[src/rtl/fetch_stage_pkg.sv]
// Shared types and defaults for the instruction-fetch stage: datapath width, NOP encoding,
// reset PC and the {pc, instr} entry carried through the fetch queues.
package fetch_stage_pkg;

  localparam int XLEN = 32;
  localparam int DEFAULT_DEPTH = 2;
  localparam logic [XLEN-1:0] DEFAULT_RESET_PC = 32'h0000_0000;
  localparam logic [31:0] NOP_INSTR = 32'h0000_0013;

  typedef struct packed {
    logic [XLEN-1:0] pc;
    logic [31:0]     instr;
  } fetch_entry_t;

endpackage

[src/rtl/fetch_stage_if.sv]
// Fetch-stage bus bundle: imem request/response, execute redirect and decode handoff.
// master = fetch stage, slave = surrounding memory/execute/decode.
interface fetch_stage_if;
  import fetch_stage_pkg::*;

  logic            imem_req_valid;
  logic            imem_req_ready;
  logic [XLEN-1:0] imem_req_addr;
  logic            imem_rsp_valid;
  logic [31:0]     imem_rsp_data;
  logic            redirect_valid;
  logic [XLEN-1:0] redirect_pc;
  logic            id_valid;
  logic            id_ready;
  logic [XLEN-1:0] id_pc;
  logic [31:0]     id_instr;

  modport master (
    output imem_req_valid, imem_req_addr, id_valid, id_pc, id_instr,
    input  imem_req_ready, imem_rsp_valid, imem_rsp_data, redirect_valid, redirect_pc, id_ready
  );

  modport slave (
    input  imem_req_valid, imem_req_addr, id_valid, id_pc, id_instr,
    output imem_req_ready, imem_rsp_valid, imem_rsp_data, redirect_valid, redirect_pc, id_ready
  );

endinterface

[src/rtl/fetch_stage_fifo.sv]
// Sync FIFO of fetch entries with flush; push visible at head one cycle later (no bypass).
// Backpressure: caller must not push when full unless popping the same cycle.
module fetch_stage_fifo
  import fetch_stage_pkg::*;
#(
  parameter int DEPTH = 2
) (
  input  logic                   clk,
  input  logic                   rst,
  input  logic                   push,
  input  logic                   pop,
  input  logic                   flush,
  input  fetch_entry_t           push_dat,
  output fetch_entry_t           head_dat,
  output logic                   full,
  output logic                   empty,
  output logic [$clog2(DEPTH):0] count
);

  localparam int AW = $clog2(DEPTH);
  localparam int CW = AW + 1;
  localparam logic [CW-1:0] DEPTH_W = CW'(DEPTH);

  fetch_entry_t    mem [DEPTH];
  logic [AW-1:0]   wr_ptr, rd_ptr;
  logic            do_push, do_pop;

  assign full     = (count == DEPTH_W);
  assign empty    = (count == '0);
  assign do_pop   = pop && !empty;
  assign do_push  = push && (!full || do_pop);
  assign head_dat = mem[rd_ptr];

  always_ff @(posedge clk or posedge rst) begin
    if (rst) begin
      wr_ptr <= '0;
      rd_ptr <= '0;
      count  <= '0;
    end else if (flush) begin
      wr_ptr <= '0;
      rd_ptr <= '0;
      count  <= '0;
    end else begin
      if (do_push) wr_ptr <= wr_ptr + AW'(1);
      if (do_pop)  rd_ptr <= rd_ptr + AW'(1);
      count <= count + CW'(do_push) - CW'(do_pop);
    end
  end

  always_ff @(posedge clk) begin
    if (do_push && !flush) mem[wr_ptr] <= push_dat;
  end

  overflow_chk: assert property (@(posedge clk) disable iff (rst) !(push && full && !pop && !flush));

endmodule

[src/rtl/fetch_stage.sv]
// In-order instruction fetch with credit-limited requests and a squashing redirect.
// Latency accept->id_valid 2 cycles on a 1-cycle memory; stalls requests when the output buffer has no credit.
module fetch_stage
  import fetch_stage_pkg::*;
#(
  parameter logic [XLEN-1:0] RESET_PC = DEFAULT_RESET_PC,
  parameter int              DEPTH    = DEFAULT_DEPTH
) (
  input  logic          clk,
  input  logic          rst,
  fetch_stage_if.master bus
);

  localparam int CW = $clog2(DEPTH) + 1;
  localparam logic [CW:0] DEPTH_W = (CW+1)'(DEPTH);

  logic [XLEN-1:0] fetch_pc;
  logic [CW-1:0]   inflight, drop_cnt, live, out_count, tag_count;
  logic [CW:0]     used;
  logic            req_fire, rsp_drop, out_push, id_pop;
  logic            tag_full, tag_empty, out_full, out_empty;
  fetch_entry_t    tag_in, tag_head, out_in, out_head;
  logic            unused_sink;

  assign live   = inflight - drop_cnt;
  assign id_pop = !out_empty && bus.id_ready;
  // A slot popped this cycle is reusable now: a new request's response lands no earlier than next cycle.
  assign used   = {1'b0, live} + {1'b0, out_count} - {{CW{1'b0}}, id_pop};

  assign bus.imem_req_valid = !rst && !bus.redirect_valid && (used < DEPTH_W)
                              && (inflight < DEPTH_W[CW-1:0]);
  assign bus.imem_req_addr  = fetch_pc;
  assign req_fire           = bus.imem_req_valid && bus.imem_req_ready;

  assign rsp_drop = bus.imem_rsp_valid && (bus.redirect_valid || drop_cnt != '0);
  assign out_push = bus.imem_rsp_valid && !rsp_drop;

  assign tag_in = '{pc: fetch_pc, instr: '0};
  assign out_in = '{pc: tag_head.pc, instr: bus.imem_rsp_data};

  fetch_stage_fifo #(.DEPTH(DEPTH)) u_tag_q (
    .clk(clk), .rst(rst), .push(req_fire), .pop(bus.imem_rsp_valid), .flush(1'b0),
    .push_dat(tag_in), .head_dat(tag_head), .full(tag_full), .empty(tag_empty), .count(tag_count)
  );

  fetch_stage_fifo #(.DEPTH(DEPTH)) u_out_q (
    .clk(clk), .rst(rst), .push(out_push), .pop(id_pop), .flush(bus.redirect_valid),
    .push_dat(out_in), .head_dat(out_head), .full(out_full), .empty(out_empty), .count(out_count)
  );

  assign unused_sink = ^{tag_full, tag_empty, tag_count, tag_head.instr, out_full,
                         bus.redirect_pc[1:0]};

  always_ff @(posedge clk or posedge rst) begin
    if (rst) begin
      fetch_pc <= RESET_PC;
      inflight <= '0;
      drop_cnt <= '0;
    end else begin
      inflight <= inflight + CW'(req_fire) - CW'(bus.imem_rsp_valid);
      if (bus.redirect_valid) begin
        // No request fires in a redirect cycle, so everything still outstanding must be dropped.
        fetch_pc <= {bus.redirect_pc[XLEN-1:2], 2'b00};
        drop_cnt <= inflight - CW'(bus.imem_rsp_valid);
      end else begin
        if (req_fire) fetch_pc <= fetch_pc + XLEN'(4);
        if (bus.imem_rsp_valid && drop_cnt != '0) drop_cnt <= drop_cnt - CW'(1);
      end
    end
  end

  assign bus.id_valid = !out_empty;
  assign bus.id_pc    = out_empty ? '0 : out_head.pc;
  assign bus.id_instr = out_empty ? NOP_INSTR : out_head.instr;

endmodule
[src/flat_wrapper.sv]
// flat-port wrapper written by rule: the top's interface ports become plain ports
module fetch_stage_flat import fetch_stage_pkg::*;
#(
  parameter logic [XLEN-1:0] RESET_PC = DEFAULT_RESET_PC,
  parameter int              DEPTH    = DEFAULT_DEPTH
)
  (clk, rst, bus_imem_req_valid, bus_imem_req_addr, bus_id_valid, bus_id_pc, bus_id_instr, bus_imem_req_ready, bus_imem_rsp_valid, bus_imem_rsp_data, bus_redirect_valid, bus_redirect_pc, bus_id_ready);
  fetch_stage_if bus_i ();
  input  logic clk;
  input  logic rst;
  output wire logic [$bits(bus_i.imem_req_valid)-1:0] bus_imem_req_valid;
  output wire logic [$bits(bus_i.imem_req_addr)-1:0] bus_imem_req_addr;
  output wire logic [$bits(bus_i.id_valid)-1:0] bus_id_valid;
  output wire logic [$bits(bus_i.id_pc)-1:0] bus_id_pc;
  output wire logic [$bits(bus_i.id_instr)-1:0] bus_id_instr;
  input wire logic [$bits(bus_i.imem_req_ready)-1:0] bus_imem_req_ready;
  input wire logic [$bits(bus_i.imem_rsp_valid)-1:0] bus_imem_rsp_valid;
  input wire logic [$bits(bus_i.imem_rsp_data)-1:0] bus_imem_rsp_data;
  input wire logic [$bits(bus_i.redirect_valid)-1:0] bus_redirect_valid;
  input wire logic [$bits(bus_i.redirect_pc)-1:0] bus_redirect_pc;
  input wire logic [$bits(bus_i.id_ready)-1:0] bus_id_ready;
  assign bus_imem_req_valid = bus_i.imem_req_valid;
  assign bus_imem_req_addr = bus_i.imem_req_addr;
  assign bus_id_valid = bus_i.id_valid;
  assign bus_id_pc = bus_i.id_pc;
  assign bus_id_instr = bus_i.id_instr;
  assign bus_i.imem_req_ready = bus_imem_req_ready;
  assign bus_i.imem_rsp_valid = bus_imem_rsp_valid;
  assign bus_i.imem_rsp_data = bus_imem_rsp_data;
  assign bus_i.redirect_valid = bus_redirect_valid;
  assign bus_i.redirect_pc = bus_redirect_pc;
  assign bus_i.id_ready = bus_id_ready;
  fetch_stage #(.RESET_PC(RESET_PC), .DEPTH(DEPTH)) u_core (.clk(clk), .rst(rst), .bus(bus_i));
endmodule
[config.mk]
export PLATFORM = sky130hd
export DESIGN_NAME = fetch_stage_flat
export DESIGN_NICKNAME = d
export VERILOG_FILES = /design/src/rtl/fetch_stage_pkg.sv /design/src/rtl/fetch_stage_if.sv /design/src/rtl/fetch_stage_fifo.sv /design/src/rtl/fetch_stage.sv /design/src/flat_wrapper.sv
export SDC_FILE = /design/constraint.sdc
export NUM_CORES = 1
export LEC_CHECK = 0
export BUFFER_PORTS_ARGS = -buffer_cell sky130_fd_sc_hd__buf_2
export CAP_MARGIN = 30
export CORE_MARGIN = 5
export CORE_UTILIZATION = 53
export DETAILED_ROUTE_END_ITERATION = 10
export GPL_TIMING_DRIVEN = 1
export PLACE_DENSITY_LB_ADDON = 0.15
export SYNTH_ARGS = -nofsm -noshare
export SYNTH_HDL_FRONTEND = slang
export SYNTH_HIERARCHICAL = 1
export SYNTH_SLANG_ARGS = --single-unit
[constraint.sdc]
create_clock -name clk -period 8.8 [get_ports clk]
set_clock_uncertainty 0.1 [all_clocks]
set_input_delay 2.2 -clock clk [delete_from_list [all_inputs] [get_ports clk]]
set_output_delay 2.2 -clock clk [all_outputs]
set_load 0.01 [all_outputs]
# Yosys cells after proc, flatten, opt, wreduce, memory -nomap -nowiden
# Memories as Yosys holds them, arrays and structs flattened.
# Index checks and enable logic that the tools add are counted.
# totals
out_inout_bits	98
mem_count	2
romBits	0
ramBits	192
elab_cells	76
register_bits	44
latchBits	0
input_bits	70
# op_classes
mul	0
shift	0
div	0
n_eq_ne	2
n_lt_le_gt_ge	2
n_bitwise	0
add_sub_neg	16
n_mux	15
n_reduce_logical	30
# mem_list
name	words	width	read_ports	rd_clocked_by_memory_dff	write_ports	line_no	text
u_core.u_out_q.mem	2	64	1	0	1	fetch_stage_fifo.sv:24	fetch_entry_t mem [DEPTH];
u_core.u_tag_q.mem	2	32	1	0	1	fetch_stage_fifo.sv:24	
# ops
operator	n
$mux W32	4
$add A32 B3 Y32 const B	1
$logic_and A1 B1 Y1	13
$reduce_bool A2 Y1	5
$mux W1	8
$sub A2 B1 Y2	4
$logic_not A1 Y1	7
$add A2 B1 Y2	3
$mux W2	3
$add A1 B1 Y1 const B	4
$eq A2 B2 Y1 const B	2
$logic_not A2 Y1	2
$add A2 B2 Y3	1
$logic_or A1 B1 Y1	3
$lt A3 B2 Y1 const B	1
$sub A3 B1 Y3	1
$lt A2 B2 Y1 const B	1
$sub A2 B1 Y2 const B	1
$sub A2 B2 Y2	1

# Longest topological paths before layout
# logic_depth
ltp_word	11
mapped_depth	17
depth_no_buf	15

# By module
# The synthesis kept the hierarchy.
# modules_own_cells
mod	seq_area_each_um2	instances	area_per_inst_um2	cells_each
fetch_stage_fifo	3943.8	2	4887.2	229
fetch_stage	850.8	1	2600.0	307

# Least setup slack after synthesis
# Ideal clock, no wire load.
# synth_path
path_type	input to register
start	in bus_id_ready
end	mem u_core/u_tag_q/mem[1][0] in the netlist's numbering, enable pin
stages	11
path_buffers	1
arrival_time_ns	9.243
t_required_ns	8.122
path_slack_ns	-1.121
setup_time_ns	0.578
path_cell_list	nor2b_1 -> ha_1 -> or2_2 -> fa_1 -> nand4bb_4 -> nor2_1 -> buf_2 -> nand2_1 -> inv_1 -> o21ai_2 -> nor3b_1
# synth_via
elab_chain_len	9
# synth_rtl
item	line_no	text
start, declared	flat_wrapper.sv:21	input wire logic [$bits(bus_i.id_ready)-1:0] bus_id_ready;
$logic_and A1 B1 Y1	fetch_stage.sv:26	assign id_pop = !out_empty && bus.id_ready;
$sub A3 B1 Y3	fetch_stage.sv:28	assign used = {1'b0, live} + {1'b0, out_count} - {{CW{1'b0}}, id_pop};
$lt A3 B2 Y1	fetch_stage.sv:30	assign bus.imem_req_valid = !rst && !bus.redirect_valid && (used < DEPTH_W)
$logic_and A1 B1 Y1	fetch_stage.sv:30	
$logic_and A1 B1 Y1	fetch_stage.sv:31	&& (inflight < DEPTH_W[CW-1:0]);
$logic_and A1 B1 Y1	fetch_stage.sv:33	assign req_fire = bus.imem_req_valid && bus.imem_req_ready;
net u_core.req_fire	fetch_stage.sv:20	logic req_fire, rsp_drop, out_push, id_pop;
$logic_and A1 B1 Y1	fetch_stage_fifo.sv:31	assign do_push = push && (!full || do_pop);
$mux W1	fetch_stage_fifo.sv:51	if (do_push && !flush) mem[wr_ptr] <= push_dat;
$mux W1 (not written as such)	fetch_stage_fifo.sv:51	
end, declared	fetch_stage_fifo.sv:24	
# The timed path passes the listed nets, and every way through them passes these cells.

# Worst setup path in the final report
# layout_path
start	in bus_id_ready
end	out bus_imem_req_valid
# layout_via
elab_chain_len	5
# layout_rtl
item	line_no	text
$logic_and A1 B1 Y1	fetch_stage.sv:26	
net u_core.id_pop	fetch_stage.sv:20	
$sub A3 B1 Y3	fetch_stage.sv:28	
$lt A3 B2 Y1	fetch_stage.sv:30	
$logic_and A1 B1 Y1	fetch_stage.sv:30	
$logic_and A1 B1 Y1	fetch_stage.sv:31	
end, declared	flat_wrapper.sv:11	output wire logic [$bits(bus_i.imem_req_valid)-1:0] bus_imem_req_valid;
# The timed path passes the listed nets, and every way through them passes these cells.

==> metrics.md <==
| Metric | Value |
|---|---|
| Hold WC Path Type | reg2reg |
| TritonCTS clock tree | yes |
| DRC viols | 0 |
| TritonRoute pass-1 iters | 4 |
| PwrDens | around 220 nW/µm² |
| Number of max-cap violations | 0 |
| Number of port buffers | 163 |
| Worst reg2reg setup slack | 4.73 ns |
| Worst-Skew Late Latency | approximately 0.5 ns |
| Final Total Pwr | 2590 µW |
| Syn Area/Cell | approximately 15 µm² |
| Switch Pwr | 626 µW |
| Initial DRC count | 321 |
| Number of global-route vias before repair | 6,243 |
| FMAX | about 150 MHz |
| ANT nets after route | 0 |
| Root Driver | clkbuf_16 |
| Placed cell area | 11,200 µm² |
| Post-CTS resize count | 0 |
| Top Ports | 168 |
| Num CTS Buffers | 25 |
| Slew @ Worst Pin | 0.959 ns |
| Sw frac | 24.1% |
| WL per Instance | roughly 18 µm |
| LEAKAGE | 0.00455 µW |
| Initial core utilization | 53.8% |
| Max_slew headroom | a little over a third |
| Die Span X | about 150 µm |
| Met3 WL | 1280 µm |
| Hold Vio Cnt, Final | 0 |
| Yosys warnings | 6 |
| Reg power frac | 50.7% |
| Share of layout cells above drive strength 1 | 30.5% |
| Setup CP Type | in2out |
| Final Cell Area | between 10,000 and 15,000 µm² |
| Die Y | 148 µm |
| Data arrival time of the critical path | 4.51 ns |
| Placed Cells | 1,055 |
| Crit. End Element | output port |
| Type of origin of the critical path | input port |
| Synth Cell Area | a little over 10,000 µm² |
| Met1 WL | 8290 µm |
| Setup Viol. Count Final | 0 |
| Met2 WL | between 10,000 and 15,000 µm |
| Area grow syn2layout | 18.7% |
| GRT Total Usage | 18.6% |
| Largest net degree at the start of global routing | 70 |
| Final GP Congestion | 0.829 |
| Reg clk slew, reported paths | 0.05 ns |
| RSZ-0062 raised after global routing | false |
| Die area | about 22,000 µm² |
| H-tree Lvls | 1 |
| Req. time, crit path | 6.50 ns |
| GRT overflow | 0 |
| Setup Buffers After CTS | 0 |
| Period utilization | 77.4% |
| Slew Viols, Final | 0 |
| Bufs on Longest Clock Path | 3 |
| Clk pwr share | 36.7% |
| Layout Utilization | 63.9% |
| Setup TNS | 0 ns |
| Fin cells | 1,102 |
| Highest metal used | met4 |
| Fin crit period | 6.81 ns |
| Comb power frac | 12.6% |
| Status | finished clean |
| Power Internal | roughly 2000 µW |
| Total Wirelength | between 20,000 and 25,000 µm |
| Via Count | 5,879 |
| Via density per instance | 5.33 |
| Gate Count Post-Synth | 664 |
| Core area | between 15,000 and 20,000 µm² |
| Nets | between 900 and 1,000 |
| Clock sink count | 234 |
| Hold Buf Count CTS | 0 |
| CP Max Fanout | 7 |
| Max VDD drop | 0.000184 V |
| Global-route wire length before repair | 32,500 µm |
| ANT cells | 0 |
| HPWL Detailed | 13,400 µm |
| Initial antenna violation count | 0 |
| # rows | 50 |
==> metrics by stage <==
stage                     setup slack, ns  hold slack (ns)
after floorplan                     0.587            0.378
after CTS                            2.01            0.417
after detailed placement             2.01            0.407
final                                1.99            0.425
after global routing                 1.86            0.433
after global placement               2.12            0.397
==> layout by cell type, fill, tap and decap left out, types with 2 or more instances in the layout <==
cell and count:
dfrtp_1 41, or2_2 5, nor4_4 2, mux2_2 31, mux2_4 2, nor3_1 9
o21ai_0 23, conb_1 14, o21ai_1 4, nor3_2 3, nand3_1 12, nor2b_1 69
mux2i_1 4, a21oi_1 2, edfxtp_1 192, xnor2_1 20, clkbuf_16 25, o21ai_2 4
nand4_1 11, inv_1 14, nor2_1 19, nor3b_2 2, clkinv_2 3, mux2_1 70
buf_4 9, ha_1 10, xor2_1 17, and4bb_1 2, clkbuf_8 5, clkinv_1 2
buf_2 163, nand2_1 37, and3_1 4, nand2b_1 5, a21oi_2 2, clkbuf_1 11
==> per-layer routing <==
layer,vias to the layer above,GRT usage (%)
met1,2871,23.1
met2,181,33.0
met3,45,3.71
met5,-,0
li1,2782,-
met4,0,5.91
==> critical path, cell delays in order <==
cell and delay, ns:
buf_2 0.08, nor2b_1 0.42, ha_1 0.32, or2_2 0.28, fa_1 0.39, xnor2_1 0.24, nor4_1 0.36, buf_2 0.20
==> area by class of cell <==
cell class / instances / area [µm²]
sequential: 234 / 6820
fill: 1388 / 6760
clock buffer: 40 / 722
multi-input combinational: 400 / 3120
timing repair buffer: 174 / 908
inverter: 14 / 52.6
clock inverter: 6 / 31.3
tap: 234 / 293
==> sequential cells by signal (all words and copies together) (netlist names), 2 cells and up <==
signal	cells
u_core/u_out_q/mem	128
u_core/u_tag_q/mem	64
u_core/bus.imem_req_addr	30
u_core/drop_cnt	2
u_core/inflight	2
u_core/u_out_q/count	2
u_core/u_tag_q/count	2
==> path summary, 6_finish.rpt <==
check | from | endpoint | cells past startpoint
max | bus_id_ready | bus_imem_req_valid | 8
min | u_core/inflight[0] | u_core/inflight[0] | 1
max reg2reg | u_core/u_out_q/count[1] | u_core/u_tag_q/count[1] | 15
min reg2reg | u_core/inflight[0] | u_core/inflight[0] | 1
max in group asynchronous | rst | u_core/bus.imem_req_addr[14] | 3
min in group asynchronous | rst | u_core/u_out_q/rd_ptr | 2
==> power by group through the flow <==
stage          clock (µW)  sequential (µW)  combinational (µW)
2_1_floorplan           0             1330                 224
3_3_place_gp            0             1330                 308
3_5_place_dp            0             1330                 329
4_1_cts               979             1310                 331
5_1_grt              1020             1320                 365
6_report              953             1310                 327
No activity file was read; power rests on OpenSTA's default activity.
